===== src/rtl/pc_fetch_unit.sv =====
// Program-counter and instruction-fetch stage for the 8-bit RISC CPU.
// The PC feeds an external ripple adder (add_a/add_b); every PC increment is
// taken from add_sum. Instructions come in over a req/ack memory handshake
// and are handed to decode over a valid/ready handshake.
module pc_fetch_unit #(
  parameter logic [7:0] RESET_PC = 8'h00,
  parameter logic [7:0] STEP     = 8'h01
) (
  input  logic       clk,
  input  logic       rst_n,
  input  logic       en,
  output logic [7:0] add_a,
  output logic [7:0] add_b,
  input  logic [7:0] add_sum,
  output logic       mem_req,
  output logic [7:0] mem_addr,
  input  logic       mem_ack,
  input  logic [7:0] mem_rdata,
  output logic [7:0] ir,
  output logic       ir_valid,
  input  logic       ir_ready,
  input  logic       skip,
  input  logic       br_valid,
  input  logic [7:0] br_target,
  output logic [7:0] pc
);

  typedef enum logic [1:0] {StIdle, StFetch, StHold} state_e;

  state_e     state_q, state_d;
  logic [7:0] pc_q, pc_d;
  logic [7:0] ir_q, ir_d;

  // State, PC and instruction register; reset drops mem_req/ir_valid at once.
  always_ff @(posedge clk or negedge rst_n) begin
    if (!rst_n) begin
      state_q <= StIdle;
      pc_q    <= RESET_PC;
      ir_q    <= 8'h00;
    end else begin
      state_q <= state_d;
      pc_q    <= pc_d;
      ir_q    <= ir_d;
    end
  end

  // Next-state logic; a branch overrides everything, including a same-cycle ack.
  always_comb begin
    state_d = state_q;
    pc_d    = pc_q;
    ir_d    = ir_q;
    if (br_valid) begin
      // Going through idle gives the one-cycle gap on mem_req before refetch.
      pc_d    = br_target;
      state_d = StIdle;
    end else begin
      unique case (state_q)
        StIdle: begin
          if (en) state_d = StFetch;
        end
        StFetch: begin
          if (mem_ack) begin
            ir_d    = mem_rdata;
            pc_d    = add_sum;
            state_d = StHold;
          end
        end
        StHold: begin
          if (ir_ready) begin
            if (skip) pc_d = add_sum;
            state_d = en ? StFetch : StIdle;
          end
        end
        default: state_d = StIdle;
      endcase
    end
  end

  // Outputs are decoded from registered state only.
  always_comb begin
    add_a    = pc_q;
    add_b    = STEP;
    mem_req  = (state_q == StFetch);
    mem_addr = pc_q;
    ir       = ir_q;
    ir_valid = (state_q == StHold);
    pc       = pc_q;
  end

endmodule


===== config.mk =====
export PLATFORM = sky130hd
export DESIGN_NAME = pc_fetch_unit
export DESIGN_NICKNAME = d
export VERILOG_FILES = /design/src/rtl/pc_fetch_unit.sv
export SDC_FILE = /design/constraint.sdc
export NUM_CORES = 1
export LEC_CHECK = 0
export CORE_MARGIN = 4
export CORE_UTILIZATION = 39
export DETAILED_ROUTE_END_ITERATION = 8
export PLACE_DENSITY_LB_ADDON = 0.1
export SLEW_MARGIN = 20
export SYNTH_ARGS = -nofsm -noshare
export SYNTH_HDL_FRONTEND = slang
export SYNTH_SLANG_ARGS = --single-unit

===== constraint.sdc =====
create_clock -name clk -period 2.6 [get_ports clk]
set_clock_uncertainty 0.05 [all_clocks]
set_input_delay 0.39 -clock clk [delete_from_list [all_inputs] [get_ports clk]]
set_output_delay 0.39 -clock clk [all_outputs]
set_load 0.02 [all_outputs]

==> key figures, run 1 <==
Outcome
  – Status: finished clean

Critical path
  – Max incr delay on CP: 0.60 ns
  – CP Capture Type: primary output
  – CP top delay family: buffers and inverters
  – Worst r2r src: state_q[0]
  – Worst-path cell chain: inv_1, ha_1, clkdlybuf4s50_1
  – CP bufs+invs: 2
  – Slowest-stage cell, CP: clkdlybuf4s50_1
  – Crit path launch type: flip-flop
  – Kind of critical path: reg2out
  – CP Max Fanout: 5
  – Worst setup startpoint: state_q[0]
  – Critical Path AT: between 1.5 and 2 ns
  – Critical Path RT: 2.16 ns

Drt
  – Post-DR vias/cell: 4.55
  – Routed WL: around 2500 µm
  – Router iterations before antenna repair: 4
  – Vias post-DR: 855
  – Avg WL per Cell: 13.1 µm
  – DRT iter0 DRCs: 29
  – DR DRC count: 0
  – Antenna-violating nets left: 0

Finish
  – Share of cells above drive strength 1: between 10% and 20%
  – Area Overhead vs Synth: 47.5%
  – Finished Layout Cells: 188
  – ANT cells: 0
  – Layout net count: 195
  – Finished Cell Area: approximately 1700 µm²

Floorplan
  – Initial Utilization: 41.1%
  – Die area: 3830 µm²
  – Rows: 19
  – Chip width: 61.9 µm
  – I/O pin cnt: 73
  – Core region area: 2760 µm²
  – Die H: 61.9 µm

Hold path
  – Hold Startpoint: ir[7]
  – Hold Path Class: reg2reg

Clock network
  – CTS H-tree lvls: 1
  – Post-CTS sizing: 0
  – Sink Count: 18
  – CTS tree: built
  – CTS max path bufs: 2
  – Reg clk slew, reported paths: around 0.10 ns
  – Clk_lat worst skew: roughly 0.30 ns
  – Setup bufs post-CTS: 0
  – CTS buffer count: 3
  – Post-CTS Hold Buffers: 0
  – CTS Root Cell: clkbuf_4

Yosys
  – Mapped Cells: 109
  – Area leader, netlist: dfrtp_1
  – Post-synth cell types: 21
  – YS warnings: 0
  – Post-Syn Area: ~1100 µm²
  – Most common cell in the synthesized netlist: buf_4
  – Share of the yosys chip area belonging to registers: 39.7%
  – EDFF count, synth: 0
  – Post-synth top cells: 24 x buf_4, 18 x dfrtp_1, 9 x a21oi_1
  – Largest cells by area after synthesis: dfrtp_1 40%, buf_4 16%, ha_1 6.6%, a21oi_2 6.2%, nor2b_1 4.4%
  – Ys async rst share: 100%
  – Top cell type's share of synthesized area: 39.7%
  – Yosys reg bits: 18
  – Main synth FF type: dfrtp_1
  – Syn avg cell area: a little over 10 µm²

Timing
  – Worst Max-Slew Pin Slew: 0.792 ns
  – RSZ-0062 raised after global routing: no
  – Setup_tns: 0 ns
  – Final max-slew violation count: 0
  – Peak Freq: 482 MHz
  – Fin crit share: approximately 80%
  – Final worst-path setup slack: about 0.52 ns
  – Final Hold Vio Count: 0
  – Final setup viols: 0
  – Crit path time final: 2.08 ns
  – Slew Limit Headroom: 47.0%

Placement
  – Cells after DPL: 184
  – Cell Area, Placed: around 1600 µm²
  – I/O Buffers: between 60 and 70
  – DP Wirelength: ~2000 µm
  – Place WS: 0.625 ns
  – Placer Congestion: 0.880

Power and ir drop
  – PwrDens: 1080 nW/µm²
  – P_leak: 0.734 nW
  – VDD IR max: 0.694 mV

GRT
  – Largest net degree at the start of global routing: 19
  – First-pass GRT wire length: between 3000 and 4000 µm
  – GRT Resource Usage Total: around 14%
  – GRT overflow: 0
  – Initial antenna violation count: 0
  – Vias in the first global route: 866

Flow run
  – Max-Cap Viols: 0
## kinds of logic (layout without fill, tap and decap cells)
family | count (synthesis) | count (layout) | synth area share [%]
compound gates | 19 | 19 | 12.0
fa+ha+maj | 6 | 6 | 6.62
buf+inv | 31 | 73 | 19.6
flops | 18 | 18 | 39.7
mux | 10 | 10 | 9.71
other cells | 2 | 8 | 0.662
simple gates | 23 | 23 | 11.6
## cell usage in the layout (no fill, tap or decap), types with 2 or more instances in the layout
master	Yosys	final
clkbuf_4	0	3
mux2_1	4	4
mux2i_1	2	2
conb_1	2	8
clkdlybuf4s50_1	0	64
a21oi_2	8	8
inv_1	4	4
dfrtp_1	18	18
a21oi_1	9	9
nor2_1	3	3
nand2_1	8	8
nor2b_1	8	8
ha_1	6	6
mux2_2	4	4
## per-stage QoR
stage	util (%)	power, mW	hold slack (ns)
finish	60.6	1.81	0.454
global route	60.6	1.94	0.483
CTS	60.6	1.84	0.464
detailed placement	59.3	1.66	0.439
global placement	59.3	1.64	0.430
floorplan	-	1.27	0.0444
## power by group
group | switching [mW] | internal (mW) | total (mW)
registers | 0.0940 | 0.400 | 0.493
clock network | 0.0869 | 0.0854 | 0.172
logic | 0.589 | 0.555 | 1.14
total | 0.770 | 1.04 | 1.81
## worst paths after layout
kind / end / slack [ns] / depth (start not counted)
max in group asynchronous: add_a[2] / 1.51 / 1
min in group asynchronous: ir[3] / 0.49 / 1
setup / recovery: ir_valid / 0.52 / 3
hold / removal: ir[7] / 0.45 / 1
hold reg to reg: ir[7] / 0.45 / 1
setup reg to reg: add_a[4] / 0.77 / 6
## registers in the layout (all words and copies together) (netlist names)
name,cells
add_a,8
ir,8
state_q,2
## metal layers
layer,GRT usage (%),share of wire [%]
met1,18.7,43
met2,21.4,48
met3,4.13,7.7
met4,5.45,1.2
met5,0,0
## layout make-up
| class | count | area, µm² |
|---|---|---|
| inverter | 4 | 15.0 |
| fill | 253 | 1090 |
| multi-input combinational | 66 | 483 |
| clock buffer | 4 | 36.3 |
| sequential | 18 | 450 |
| tap | 31 | 38.8 |
| timing repair buffer | 65 | 648 |
## worst reg2reg max path, delay by kind of cell (launching register included)
family	cells	cell delay, ns
and+or+nand+nor	1	0.48
AOI/OAI and AO/OA	3	0.47
DFF	1	0.43
adders and majority gates	1	0.22
buffers and inverters	1	0.10
No activity file was read; power rests on OpenSTA's default activity.
==> run 2, diff against run 1 <==
--- a/config.mk
+++ b/config.mk
@@ -6,7 +6,7 @@
 export NUM_CORES = 1
 export LEC_CHECK = 0
 export CORE_MARGIN = 4
-export CORE_UTILIZATION = 39
+export CORE_UTILIZATION = 36
 export DETAILED_ROUTE_END_ITERATION = 8
 export PLACE_DENSITY_LB_ADDON = 0.1
 export SLEW_MARGIN = 20
==> constraint.sdc (replaced) <==
create_clock -name clk -period 2 [get_ports clk]
set_clock_uncertainty 0.05 [all_clocks]
set_input_delay 0.3 -clock clk [delete_from_list [all_inputs] [get_ports clk]]
set_output_delay 0.3 -clock clk [all_outputs]
set_load 0.02 [all_outputs]
==> run 2 against run 1 <==
Effect of this change:
- first-iteration DRC count is 62% lower
- setup slack lost 0.34 ns
- global-route usage decreased by 1.5 points
- sequential power increased by 30%
- critical path depth grew 3
- routed wire length is 1.2% higher
- non-clock buffer count increased by 1
- count of clock-buffer cells in the layout stayed put
- worst hold slack got worse by 0.18 ns
- register-to-register slack worse by 0.59 ns
- critical path type is now reg2reg
==> key figures, run 2 (synthesis results as in run 1) <==
Floorplan
  – Core region area: roughly 3000 µm²
  – I/O pin cnt: 73
  – Die H: 64.1 µm
  – Die area: 4110 µm²
  – Rows: 20
  – Chip width: 64.1 µm
  – Initial Utilization: between 30 and 40%

Placement
  – Cell Area, Placed: around 1700 µm²
  – Placer Congestion: 0.761
  – Place WS: 0.131 ns
  – DP Wirelength: roughly 2000 µm
  – I/O Buffers: 64

Drt
  – Vias post-DR: 863
  – Avg WL per Cell: 12.3 µm
  – DRT iter0 DRCs: 11
  – Router iterations before antenna repair: 2
  – Antenna-violating nets left: 0
  – Post-DR vias/cell: 4.27
  – DR DRC count: 0
  – Routed WL: 2490 µm

Power and ir drop
  – VDD IR max: 0.736 mV
  – P_leak: 0.758 nW
  – PwrDens: between 1000 and 1500 nW/µm²

Timing
  – Final Hold Vio Count: 0
  – Peak Freq: 549 MHz
  – Crit path time final: 1.82 ns
  – Final worst-path setup slack: 0.179 ns
  – Final max-slew violation count: 0
  – Final setup viols: 0
  – Fin crit share: 91.0%
  – RSZ-0062 raised after global routing: no
  – Setup_tns: 0 ns

Finish
  – Finished Cell Area: around 1700 µm²
  – Layout net count: 196
  – Share of cells above drive strength 1: 13.3%
  – Area Overhead vs Synth: 49.7%
  – Most common cell after layout, fill and taps aside: clkdlybuf4s50_1
  – Commonest non-fill, non-tap cells in the layout: 62 x clkdlybuf4s50_1, 18 x dfrtp_1, 9 x a21oi_1
  – ANT cells: 0

Critical path
  – Max incr delay on CP: 0.48 ns
  – Critical Path RT: 2.17 ns
  – Crit path launch type: flip-flop
  – CP Max Fanout: 8
  – Critical Path AT: between 1.5 and 2 ns
  – CP top delay family: simple AND/OR/NAND/NOR gates
  – Slowest-stage cell, CP: and3_1
  – Worst-path cell chain: inv_1, ha_1, a21bo_1, and3_1, a21oi_2, a21oi_1
  – CP bufs+invs: 1
  – Kind of critical path: reg2reg
  – CP Capture Type: flip-flop

GRT
  – Vias in the first global route: 927
  – GRT Resource Usage Total: 12.5%
  – GRT overflow: 0
  – First-pass GRT wire length: between 4000 and 5000 µm
  – Initial antenna violation count: 0
  – Largest net degree at the start of global routing: 19

Clock network
  – Clk_lat worst skew: 0.29 ns
  – CTS H-tree lvls: 1
  – CTS max path bufs: 2
  – CTS buffer count: 3
  – CTS Root Cell: clkbuf_4
  – CTS tree: built
  – Reg clk slew, reported paths: 0.10 ns
  – Sink Count: 18

Outcome
  – Status: finished clean

Hold path
  – Hold Path Class: in2async

Flow run
  – Max-Cap Viols: 0
[run 2: changes by cell type in the layout (fill, tap and decap cells not counted), sizes merged]
cell,before,now
dlymetal6s2s,0,1
clkdlybuf4s50,64,62
buf,1,2
dlygate4sd2,0,1
[run 2: final timing paths]
kind | slack (ns) | startpoint | depth (start not counted) | to
setup / recovery | 0.18 | state_q[0] | 6 | add_a[0]
hold / removal | 0.28 | rst_n | 2 | ir[3]
setup reg to reg | 0.18 | state_q[0] | 6 | add_a[0]
hold reg to reg | 0.45 | ir[4] | 1 | ir[4]
max in group asynchronous | 1.43 | rst_n | 2 | ir[7]
min in group clk | 0.45 | ir[4] | 1 | ir[4]
[run 2: metal layers]
metal  vias up  part of all wire, %  global-route usage [%]  routed length (µm)
met5         -                    0                       0                   0
li1        422                    -                       -                   -
met2        27                   53                    22.7                1310
met4         0                 0.80                    3.96                  20
met1       412                   40                    13.2                 984
met3         2                  6.7                    4.75                 167
[run 2: per-stage QoR]
stage / power [mW] / std cells / util [%] / hold WS [ns]
after floorplan: 1.65 / 115 / - / -0.0456
after global placement: 2.14 / 198 / 54.8 / 0.425
after detailed placement: 2.15 / 198 / 54.8 / 0.435
after CTS: 2.39 / 202 / 56.0 / 0.275
after global routing: 2.51 / 202 / 56.0 / 0.285
final: 2.34 / 202 / 56.0 / 0.278
[run 2: cell type report]
class	instances	area, µm²
clock buffer	4	36.3
fill	279	1330
inverter	4	15.0
multi-input combinational	66	483
sequential	18	450
tap	44	55.1
timing repair buffer	66	657
[run 2: power breakdown]
part	internal (mW)	switching (mW)	leakage [nW]
Combinational	0.716	0.762	0.524
Clock	0.111	0.113	0.0210
Sequential	0.519	0.121	0.213
Total	1.35	0.996	0.758
[run 2: what timing repair did]
action,4_1_cts,5_1_grt
setup buffers,0,0
setup endpoints to repair,1,1
hold buffers,0,0
resized for setup,1,1
==> run 3, diff against run 2 <==
--- a/config.mk
+++ b/config.mk
@@ -5,8 +5,10 @@
 export SDC_FILE = /design/constraint.sdc
 export NUM_CORES = 1
 export LEC_CHECK = 0
+export CORE_ASPECT_RATIO = 1.25
 export CORE_MARGIN = 4
 export CORE_UTILIZATION = 36
+export CTS_CLUSTER_SIZE = 30
 export DETAILED_ROUTE_END_ITERATION = 8
 export PLACE_DENSITY_LB_ADDON = 0.1
 export SLEW_MARGIN = 20
==> run 3 against run 2 <==
Effect of this change:
- final area fell by 0.59%
- power fell by 0.13%
- via count fell by 0.58%
- count of clock-buffer cells in the layout did not move
- non-clock buffer count did not move
- register-to-register slack improved by 0.02 ns
- core utilization rose by 0.70 points
- critical path type unchanged
- highest routed layer unchanged
==> key figures, run 3 (synthesis results as in run 1) <==
Outcome
  – Status: finished clean

Clock network
  – CTS tree: built
  – Reg clk slew, reported paths: 0.11 ns
  – CTS Root Cell: clkbuf_4
  – Setup bufs post-CTS: 0
  – CTS buffer count: 3
  – CTS max path bufs: 2
  – Clk_lat worst skew: 0.29 ns
  – CTS H-tree lvls: 1
  – Sink Count: 18

Drt
  – Antenna-violating nets left: 0
  – DR DRC count: 0
  – Vias post-DR: 858
  – Router iterations before antenna repair: 2
  – Routed WL: 2460 µm
  – Avg WL per Cell: 12.7 µm
  – DRT iter0 DRCs: 7
  – Post-DR vias/cell: 4.42

Timing
  – Final Hold Vio Count: 0
  – Hold WS: roughly 0.27 ns
  – Final max-slew violation count: 0
  – Crit path time final: around 1.8 ns
  – Final worst-path setup slack: 0.202 ns
  – RSZ-0062 raised after global routing: no
  – Final setup viols: 0
  – Peak Freq: approximately 560 MHz
  – Setup_tns: 0 ns
  – Fin crit share: ~90%

Power and ir drop
  – Tot Pwr: 2.34 mW
  – P_leak: 0.758 nW
  – PwrDens: between 1000 and 1500 nW/µm²
  – VDD IR max: approximately 0.67 mV

Finish
  – Area Overhead vs Synth: 48.8%
  – Share of cells above drive strength 1: approximately an eighth
  – Layout net count: a little under 200
  – Commonest non-fill, non-tap cells in the layout: 62 x clkdlybuf4s50_1, 18 x dfrtp_1, 9 x a21oi_1
  – Finished Cell Area: 1690 µm²
  – Finished Layout Cells: 194
  – Util after Layout: between 50% and 60%
  – Most common cell after layout, fill and taps aside: clkdlybuf4s50_1
  – ANT cells: 0

Floorplan
  – I/O pin cnt: 73
  – Die H: ~70 µm
  – Chip width: 58.2 µm
  – Die area: 4120 µm²
  – Core region area: slightly below 3000 µm²
  – Rows: 22
  – Initial Utilization: around two fifths

GRT
  – Largest net degree at the start of global routing: 19
  – First-pass GRT wire length: just under 4000 µm
  – Initial antenna violation count: 0
  – GRT overflow: 0
  – GRT Resource Usage Total: 12.6%
  – Vias in the first global route: 885

Placement
  – Placer Congestion: around 0.75
  – Cells after DPL: 190
  – Cell Area, Placed: between 1500 and 2000 µm²
  – I/O Buffers: 64
  – Place WS: 0.146 ns
  – DP Wirelength: 2050 µm

Critical path
  – CP Max Fanout: 8
  – Crit path launch type: flip-flop
  – Worst reg2reg path depth: 6
  – Max incr delay on CP: 0.46 ns
  – Worst r2r src: state_q[0]
  – Worst reg-to-reg setup slack: 0.20 ns
  – Kind of critical path: reg2reg
  – Worst-path cell chain: inv_1, ha_1, a21bo_1, and3_1, a21oi_2, a21oi_1
  – CP Capture Type: flip-flop
  – Reg2reg end: add_a[5]
  – Critical Path RT: 2.17 ns
  – Slowest-stage cell, CP: and3_1
  – Critical Path AT: between 1.5 and 2 ns

Flow run
  – Max-Cap Viols: 0

Hold path
  – Hold Path Class: in2async
[run 3: cell counts in the layout (fill, tap and decap cells not counted)]
No cell type changed its count.
[run 3: worst max path at each step]
stage | from | to | slack, ns | cells past startpoint
after CTS | state_q[1] | mem_req | 0.03 | 3
final | state_q[0] | add_a[5] | 0.20 | 6
after detailed placement | mem_ack | add_a[5] | 0.15 | 5
after floorplan | state_q[0] | add_a[0] | 0.48 | 7
after global routing | state_q[0] | add_a[5] | 0.04 | 6
after global placement | mem_ack | add_a[2] | 0.19 | 5
[run 3: layer usage]
metal | up-vias | part of all wire (%) | routed length (µm) | global-route usage (%)
li1 | 421 | - | - | -
met1 | 391 | 35 | 869 | 13.4
met2 | 44 | 52 | 1290 | 21.7
met3 | 2 | 12 | 287 | 5.29
met4 | 0 | 0.65 | 16 | 4.64
met5 | - | 0 | 0 | 0
[run 3: what timing repair did]
action	CTS	global route
endpoints found under the hold margin	0	0
setup endpoints to repair	1	1
gates resized for setup	1	1
hold buffers	0	0
[run 3: critical path: cells and delay by family (launching register included)]
family	cells	cell delay, ns
fa+ha+maj	1	0.22
compound gates	3	0.46
simple gates	1	0.46
flops	1	0.44
buf+inv	1	0.10
[run 3: report_power, final]
part           total, mW  switching [mW]  leakage (nW)  internal, mW
Sequential         0.638           0.118         0.213         0.519
Clock              0.226           0.115        0.0210         0.111
Combinational       1.48           0.759         0.524         0.717
[run 3: area by class of cell]
class | count | area, µm²
Clock buffer | 4 | 36.3
Tap cell | 36 | 45.0
Fill cell | 300 | 1290
Inverter | 4 | 15.0
Multi-Input combinational cell | 66 | 483
Sequential cell | 18 | 450
Timing Repair Buffer | 66 | 657
